$ cat src/rtl/fifo_arb_pkg.sv
// Shared types and helpers for the fifo write-port arbiter.
package fifo_arb_pkg;

  // Arbiter FSM states; the encoding matches the busy flag.
  typedef enum logic {
    ST_IDLE  = 1'b0,
    ST_BURST = 1'b1
  } arb_state_e;

  // Ceiling log2 for tools without $clog2; clog2(1) = 0.
  function automatic int unsigned clog2(input int unsigned value);
    int unsigned v;
    int unsigned r;
    v = (value > 0) ? value - 1 : 0;
    r = 0;
    while (v > 0) begin
      r = r + 1;
      v = v >> 1;
    end
    return r;
  endfunction

endpackage

$ cat src/rtl/fifo_write_arbiter_rr_pick.sv
// Round-robin picker: first requester after last_owner, wrapping mod NREQ.
module rr_pick #(
  parameter int unsigned NREQ = 3,
  parameter int unsigned OW   = 2
) (
  input  logic [NREQ-1:0] req,
  input  logic [OW-1:0]   last_owner,
  output logic [OW-1:0]   pick,
  output logic            pick_valid
);

  logic [OW-1:0] idx;

  // Scan last_owner+1 .. last_owner+NREQ; index wraps mod NREQ, not mod 2^OW.
  always_comb begin
    pick       = '0;
    pick_valid = 1'b0;
    idx        = '0;
    for (int unsigned k = 1; k <= NREQ; k++) begin
      idx = OW'((32'(last_owner) + k) % NREQ);
      if (!pick_valid && req[idx]) begin
        pick       = idx;
        pick_valid = 1'b1;
      end
    end
  end

endmodule

$ cat src/rtl/fifo_write_arbiter.sv
// Shares one fifo write port among NREQ requesters with round-robin,
// burst-locked grants. ack/fifo_write/fifo_din are same-cycle outputs.
module fifo_write_arbiter
  import fifo_arb_pkg::*;
#(
  parameter int unsigned NREQ       = 3,
  parameter int unsigned DATA_WIDTH = 8,
  parameter int unsigned MAX_BURST  = 4
) (
  input  logic                       clock,
  input  logic                       reset_n,
  input  logic [NREQ-1:0]            req,
  input  logic [NREQ-1:0]            last,
  input  logic [NREQ*DATA_WIDTH-1:0] din_flat,
  output logic [NREQ-1:0]            ack,
  output logic [NREQ-1:0]            grant,
  output logic                       busy,
  output logic [DATA_WIDTH-1:0]      fifo_din,
  output logic                       fifo_write,
  input  logic                       fifo_full
);

  localparam int unsigned OW = clog2(NREQ);
  localparam int unsigned CW = clog2(MAX_BURST + 1);

  arb_state_e      state_q;
  logic [OW-1:0]   owner_q;
  logic [OW-1:0]   last_owner_q;
  logic [CW-1:0]   burst_cnt_q;
  logic [CW-1:0]   burst_cnt_d;
  logic [NREQ-1:0] grant_q;
  logic            busy_q;

  logic [OW-1:0]         pick;
  logic                  pick_valid;
  logic [DATA_WIDTH-1:0] din_arr [NREQ];
  logic                  owner_req;
  logic                  owner_last;
  logic                  wr_c;
  logic                  end_burst_c;

  // Unpack the flat data bus into per-requester words.
  for (genvar g = 0; g < NREQ; g++) begin : g_slice
    assign din_arr[g] = din_flat[g*DATA_WIDTH +: DATA_WIDTH];
  end

  rr_pick #(
    .NREQ (NREQ),
    .OW   (OW)
  ) u_rr_pick (
    .req        (req),
    .last_owner (last_owner_q),
    .pick       (pick),
    .pick_valid (pick_valid)
  );

  // Owner write path; reset suppresses any write so an abandoned burst leaves no partial word.
  always_comb begin
    owner_req   = req[owner_q];
    owner_last  = last[owner_q];
    wr_c        = reset_n && (state_q == ST_BURST) && owner_req && !fifo_full;
    burst_cnt_d = burst_cnt_q + CW'(1);
    end_burst_c = (state_q == ST_BURST) &&
                  (!owner_req || (wr_c && (owner_last || (burst_cnt_d == CW'(MAX_BURST)))));
    fifo_din    = din_arr[owner_q];
    fifo_write  = wr_c;
    ack         = wr_c ? (NREQ'(1) << owner_q) : '0;
  end

  // Arbiter FSM: grant on arbitration, hold through full stalls, release on last/max/drop.
  always_ff @(posedge clock) begin
    if (!reset_n) begin
      state_q      <= ST_IDLE;
      owner_q      <= '0;
      last_owner_q <= OW'(NREQ - 1);
      burst_cnt_q  <= '0;
      grant_q      <= '0;
      busy_q       <= 1'b0;
    end else begin
      case (state_q)
        ST_IDLE: begin
          if (pick_valid) begin
            state_q     <= ST_BURST;
            owner_q     <= pick;
            grant_q     <= NREQ'(1) << pick;
            burst_cnt_q <= '0;
            busy_q      <= 1'b1;
          end
        end
        ST_BURST: begin
          if (wr_c) begin
            burst_cnt_q <= burst_cnt_d;
          end
          if (end_burst_c) begin
            state_q      <= ST_IDLE;
            grant_q      <= '0;
            busy_q       <= 1'b0;
            last_owner_q <= owner_q;
          end
        end
        default: state_q <= ST_IDLE;
      endcase
    end
  end

  assign grant = grant_q;
  assign busy  = busy_q;

endmodule
$ cat config.mk
export PLATFORM = sky130hd
export DESIGN_NAME = fifo_write_arbiter
export DESIGN_NICKNAME = d
export VERILOG_FILES = /design/src/rtl/fifo_arb_pkg.sv /design/src/rtl/fifo_write_arbiter_rr_pick.sv /design/src/rtl/fifo_write_arbiter.sv
export SDC_FILE = /design/constraint.sdc
export NUM_CORES = 1
export LEC_CHECK = 0
export CAP_MARGIN = 20
export CORE_MARGIN = 3
export CORE_UTILIZATION = 39
export DETAILED_ROUTE_END_ITERATION = 16
export PLACE_DENSITY_LB_ADDON = 0.08
export SLEW_MARGIN = 15
export SYNTH_ARGS = -nofsm -noshare
export SYNTH_HDL_FRONTEND = slang
export SYNTH_HIERARCHICAL = 1
export SYNTH_SLANG_ARGS = --single-unit
$ cat constraint.sdc
create_clock -name clock -period 2.7 [get_ports clock]
set_clock_uncertainty 0.1 [all_clocks]
set_input_delay 0.405 -clock clock [delete_from_list [all_inputs] [get_ports clock]]
set_output_delay 0.405 -clock clock [all_outputs]
set_load 0.01 [all_outputs]
# After elaboration in Yosys (flattened, before gate mapping)
# Index checks and enable logic that the tools add are counted.
[totals]
register_bits = 12
latch_bits = 0
mem_bits_rw = 0
mem_bits_ro = 0
memories = 0
[classes]
add_sub_neg = 4
multipliers = 0
div = 3
order_cmp = 5
eq_ne = 4
n_shift = 2
n_mux = 32
bitwise = 2
reduce_logical = 17
[op_table]
columns = ["operator", "count"]
rows = [
  ["32-bit by 2-bit modulo with 32-bit output, second input constant", 3],
  ["8-bit binary-select mux with 2-bit select", 1],
  ["8-bit two-way mux", 2],
  ["3-bit two-way mux", 5],
  ["2-bit by 3-bit less-than comparator with 1-bit output, second input constant", 4],
  ["1-bit two-way mux", 12],
  ["3-bit one-hot mux with 2 select lines", 2],
  ["1-bit binary-select mux with 2-bit select", 5],
  ["2-bit AND reduction", 4],
  ["1-bit logical AND", 7],
  ["2-bit by 2-bit adder with 3-bit output, second input constant", 2],
  ["2-bit two-way mux", 3],
  ["1-bit by 2-bit << shifter with 3-bit output, first input constant", 2],
  ["1-bit logical NOT", 4],
  ["2-bit inequality test, second input constant", 2],
  ["1-bit one-hot mux with 2 select lines", 2],
  ["2-bit by 1-bit adder with 3-bit output, second input constant", 1],
  ["3-bit by 1-bit adder with 3-bit output, second input constant", 1],
  ["3-bit == test, second input constant", 1],
  ["3-bit >= comparator, second input constant", 1],
  ["2-bit inverter with 3-bit output", 1],
  ["1-bit logical OR", 2],
  ["2-bit by 1-bit inequality test with 1-bit output, second input constant", 1],
  ["1-bit inverter", 1],
]

# Longest topological paths before layout
[depth]
depth_word = 14
depth_mapped = 10
ltp_nobuf = 9

# Modules after synthesis
# The synthesis kept the hierarchy.
[modules_own_cells]
columns = ["mod", "instances", "cells_each", "area_per_inst_um2", "seq_area_each_um2"]
rows = [
  ["fifo_write_arbiter", 1, 99, 809.5, 240.2],
  ["rr_pick", 1, 20, 131.4, 0.0],
]

# Worst setup path after synthesis
# Ideal clock, no wire load.
[synth_path]
kind = "register to register"
startpoint = "reg last_owner_q[0]"
endpoint = "reg grant_q[0], in the netlist grant[0]"
setup_time_ns = 0.074
arrival_ns = 1.904
setup_slack_ns = 0.622
path_stages_with_launch = 9
path_buffers = 1
period_less_slack_ns = 2.078
cell_sequence = "dfxtp_1 inv_1 ha_1 maj3_2 a21oi_1 nand2b_1 clkbuf_1 or4_1 o21ai_0"
[synth_between]
elab_cells_between_ends = 27
classes_between = "add/sub: 3; div: 3; eq/ne: 1; shift: 1; mux: 14; reduce/logical: 5"
[synth_rtl]
columns = ["item", "line", "source"]
rows = [
  ["start: declaration", "fifo_write_arbiter.sv:28", "logic [OW-1:0] last_owner_q;"],
  ["start signal: assignment", "fifo_write_arbiter.sv:75", "last_owner_q <= OW'(NREQ - 1);"],
  ["start signal: assignment", "fifo_write_arbiter.sv:98", "last_owner_q <= owner_q;"],
  ["2-bit by 1-bit adder with 3-bit output", "fifo_write_arbiter_rr_pick.sv:20", "idx = OW'((32'(last_owner) + k) % NREQ);"],
  ["32-bit by 2-bit modulo with 32-bit output", "fifo_write_arbiter_rr_pick.sv:20", ""],
  ["1-bit binary-select mux with 2-bit select", "fifo_write_arbiter_rr_pick.sv:21", "if (!pick_valid && req[idx]) begin"],
  ["1-bit two-way mux (not written as such)", "fifo_write_arbiter_rr_pick.sv:21", ""],
  ["1-bit two-way mux", "fifo_write_arbiter_rr_pick.sv:21", ""],
  ["1-bit logical NOT", "fifo_write_arbiter_rr_pick.sv:21", ""],
  ["1-bit logical AND", "fifo_write_arbiter_rr_pick.sv:21", ""],
  ["1-bit two-way mux", "fifo_write_arbiter_rr_pick.sv:21", ""],
  ["1-bit logical NOT", "fifo_write_arbiter_rr_pick.sv:21", ""],
  ["1-bit logical AND", "fifo_write_arbiter_rr_pick.sv:21", ""],
  ["1-bit two-way mux *", "fifo_write_arbiter_rr_pick.sv:21", ""],
  ["via pick_valid", "fifo_write_arbiter.sv:35", "logic pick_valid;"],
  ["2-bit inequality test (no line) *", "n/a", ""],
  ["2-bit AND reduction (no line) *", "n/a", ""],
  ["end signal: assignment", "fifo_write_arbiter.sv:85", "grant_q <= NREQ'(1) << pick;"],
  ["end: declaration", "fifo_write_arbiter.sv:31", "logic [NREQ-1:0] grant_q;"],
]
# Mark *: on every way through the listed nets, which the timed path passes. The rest lies on a longest branch. The select of a mux whose other input is x is not followed.
# A chain may end at the register's enable or synchronous reset.

# Worst setup path in the final report
[layout_path]
startpoint = "in req[0]"
endpoint = "out ack[2]"
[layout_between]
elab_chain_cells = 5
[layout_rtl]
columns = ["item", "line", "source"]
rows = [
  ["start: declaration", "fifo_write_arbiter.sv:12", "input logic [NREQ-1:0] req,"],
  ["1-bit binary-select mux with 2-bit select", "fifo_write_arbiter.sv:59", "owner_req = req[owner_q];"],
  ["1-bit two-way mux (not written as such)", "fifo_write_arbiter.sv:59", ""],
  ["1-bit logical AND (2 in series)", "fifo_write_arbiter.sv:61", "wr_c = reset_n && (state_q == ST_BURST) && owner_req && !fifo_full;"],
  ["3-bit two-way mux", "fifo_write_arbiter.sv:67", "ack = wr_c ? (NREQ'(1) << owner_q) : '0;"],
  ["end: declaration", "fifo_write_arbiter.sv:15", "output logic [NREQ-1:0] ack,"],
]
# No other way between the ends. The select of a mux whose other input is x is not followed.

==> summary.txt <==
Place
  – Routability cong.: 0.848
  – # placed instances: 196
  – Hpwl dp: around 2300 um
  – Pre-CTS setup slack: 72.2 ps
  – Port-buffer cells: 48

Min path
  – Hold Path Class: reg -> reg
  – Hold Crit Endpoint: grant[1]
  – Hold wc startpoint: grant[1]
  – Hold Path Depth: 2

Synthesis
  – Top cells by area, synth: dfxtp_1 26%, mux2i_1 15%, o21ai_0 6.9%
  – Average size of a mapped cell: 7.91 sq um
  – Top FF cell, synth: dfxtp_1
  – Post-synth EDFFs: 0
  – Syn nets: 156
  – Synth area leader: dfxtp_1
  – Post-synth top area share: 0.255
  – Seq/Total Area, Yosys: 0.255
  – Post-synthesis cell count: 119
  – Flop and latch count out of synthesis: 12
  – Ys Warns: 6
  – Distinct cell type count after synthesis: 35
  – Async set-or-reset flop fraction in the synthesized netlist: 0
  – Synth Cell Area: about 940 sq um

Detailed routing
  – DRC violation count after routing: 0
  – Final antenna-violating net count: 0
  – Vias per cell: ~5.3
  – Final wirelength: 2770 um
  – Pre-antenna DRT Iters: 4
  – Via count: 1056
  – DRT iter0 DRCs: 18
  – WL/cell: 13.9 um

STA
  – Final hold vios: 0
  – Slew @ Worst Pin: 322 ps
  – Worst Slack Setup Final: 165 ps
  – Max Slew Vio Count: 0
  – Final worst-path cycle share: 0.939
  – Final setup violating endpoints: 0
  – RSZ-0062 raised after global routing: false
  – Max_slew headroom: 0.785
  – Hold slack: 376 ps
  – Total Neg Setup Slack: 0 ps
  – Minimum clock period: ~2500 ps
  – Fmax: 394 MHz

Clock network
  – Hold buffers post-CTS: 0
  – Clock sink total: 12
  – Clock Tree Buf Depth: 2
  – Worst-Skew Late Latency: 270 ps
  – CTS tree: yes
  – Cts bufs inserted: 3
  – Number of H-tree levels: 1
  – Root Driver: clkbuf_4
  – Post-CTS Setup Inserts: 0
  – Clock transition at path regs: 70 ps
  – Post-CTS Resized: 0

Cells and area
  – Ratio of cells with drive above 1 in the final layout: 0.105
  – Final non-filler cell total: 200
  – Layout area overhead: 61.4%
  – Number of antenna diodes: 0
  – Nets: 210
  – Fin util: 0.674

Global routing
  – Overall Global Routing Usage: 0.187
  – Aggregate global routing overflow: 0
  – Vias in the first global route: around 930
  – Initial antenna violation count: 0
  – First-pass GRT wire length: 4130 um
  – Largest net degree at the start of global routing: 14

Setup path
  – Setup crit end kind: primary output
  – Setup slack, reg-to-reg: around 520 ps
  – Crit Path Class: in -> out
  – Cell chain of the critical path: clkdlybuf4s50_1, mux2i_1, o21ai_2, buf_4, and3_1, clkdlybuf4s50_1
  – Top fanout value on the critical path: 4
  – Critical Path Slowest Stage Cell: clkdlybuf4s50_1
  – CP max stage delay: 540 ps
  – CP arrival: 2030 ps
  – Startpoint types: input pin
  – Crit Reg-Reg Startpoint: last_owner_q[0]
  – CP required: 2190 ps
  – Bufs and invs on worst path: 3
  – CP most frequent cell: clkdlybuf4s50_1
  – Top Family by Delay on Critical Path: buffers and inverters
  – Critical register-to-register path endpoint: grant[0]
  – Worst reg2reg path depth: 7

Floorplan
  – Num rows: 17
  – I/O pin total: slightly below 50
  – Die span in x: roughly 55 um
  – Initial core utilization: 0.417
  – Area of the core: 2250 sq um
  – Full die area: 3040 sq um
  – Die Ht: 55.1 um

Flow run
  – Max cap viols: 0

Power and ir drop
  – Leakage: 0.000629 uW
  – Power density cells: 404 nW/um^2
  – Max VDD drop: 0.000414 V

Outcome
  – Status: finished, final reports clean
[cells by family (layout without fill, tap and decap cells)]
kind of cell	after synthesis	in the layout	synth area share
compound gates	28	28	0.201
mux	14	14	0.149
xor+xnor	1	1	0.00931
fa+ha+maj	5	5	0.0652
buf+inv	13	66	0.0652
simple gates	46	46	0.255
flops	12	12	0.255
[cell usage after synthesis (all sizes together), types with 3 or more instances]
library cell  number
a21oi              6
buf                4
clkbuf             3
dfxtp             12
ha                 4
inv                6
mux2i             14
nand2             16
nand3              9
nor2               5
nor2b              3
nor3               3
o21ai             15
[state kept, by name, summed over array words and instances, names as in the netlist]
| signal | count |
|---|---|
| burst_cnt_q | 3 |
| busy | 1 |
| grant | 3 |
| last_owner_q | 2 |
| owner_q | 2 |
| state_q | 1 |
[metrics by stage]
stage / cell area, sq um / power, uW
floorplan: 941 / 344
global placement: 1480 / 470
detailed placement: 1480 / 477
CTS: 1510 / 620
global route: 1520 / 655
finish: 1520 / 613
[worst max path at each step]
| stage | startpoint | end | slack, ps | cells after the start |
|---|---|---|---|---|
| 4_1_cts | req[0] | ack[1] | 60 | 6 |
| 5_1_grt | req[0] | ack[2] | 50 | 6 |
| 3_5_place_dp | req[0] | ack[1] | 70 | 6 |
| 2_1_floorplan | last_owner_q[0] | grant[0] | 620 | 8 |
| 6_report | req[0] | ack[2] | 160 | 6 |
| 3_3_place_gp | req[0] | ack[1] | 80 | 6 |
[cell usage in the layout, fill, tap and decap left out, types with 2 or more instances in the layout]
cell type	synthesis	routed
inv_1	6	6
nand2b_1	2	2
dfxtp_1	12	12
nand4b_1	2	2
nand3_1	9	9
nand3b_1	2	2
nor2_1	5	5
a21oi_1	6	6
dlymetal6s2s_1	0	2
nor3_1	3	3
buf_4	1	8
o21ai_0	13	13
ha_1	4	4
clkdlybuf4s50_1	0	46
mux2i_1	14	14
clkbuf_4	0	3
nand2_1	16	16
nor2b_1	2	2
[tightest hold or removal path, stage by stage, from the launching register on]
cell	delay (ps)
dfxtp_1	310
nand3_1	60
o21ai_0	60
[where the power goes]
part,leakage (uW),switching [uW],internal (uW)
Clock,0.0000210,59.1,81.9
Combinational,0.000510,115,150
Sequential,0.0000981,13.3,193
[layout make-up]
| type | instances | area, sq um |
|---|---|---|
| clock buffer | 4 | 36.3 |
| multi-input combinational | 94 | 639 |
| tap | 28 | 35.0 |
| sequential | 12 | 240 |
| fill | 201 | 736 |
| timing repair buffer | 56 | 546 |
| inverter | 6 | 22.5 |
[metal layers]
metal / wire length [um] / vias up / GRT usage
li1: - / 533 / -
met1: 1040 / 482 / 0.198
met2: 1390 / 39 / 0.344
met3: 333 / 2 / 0.0697
met4: 12 / 0 / 0.0486
met5: 0 / - / 0
(Power assumes the default switching activity.)
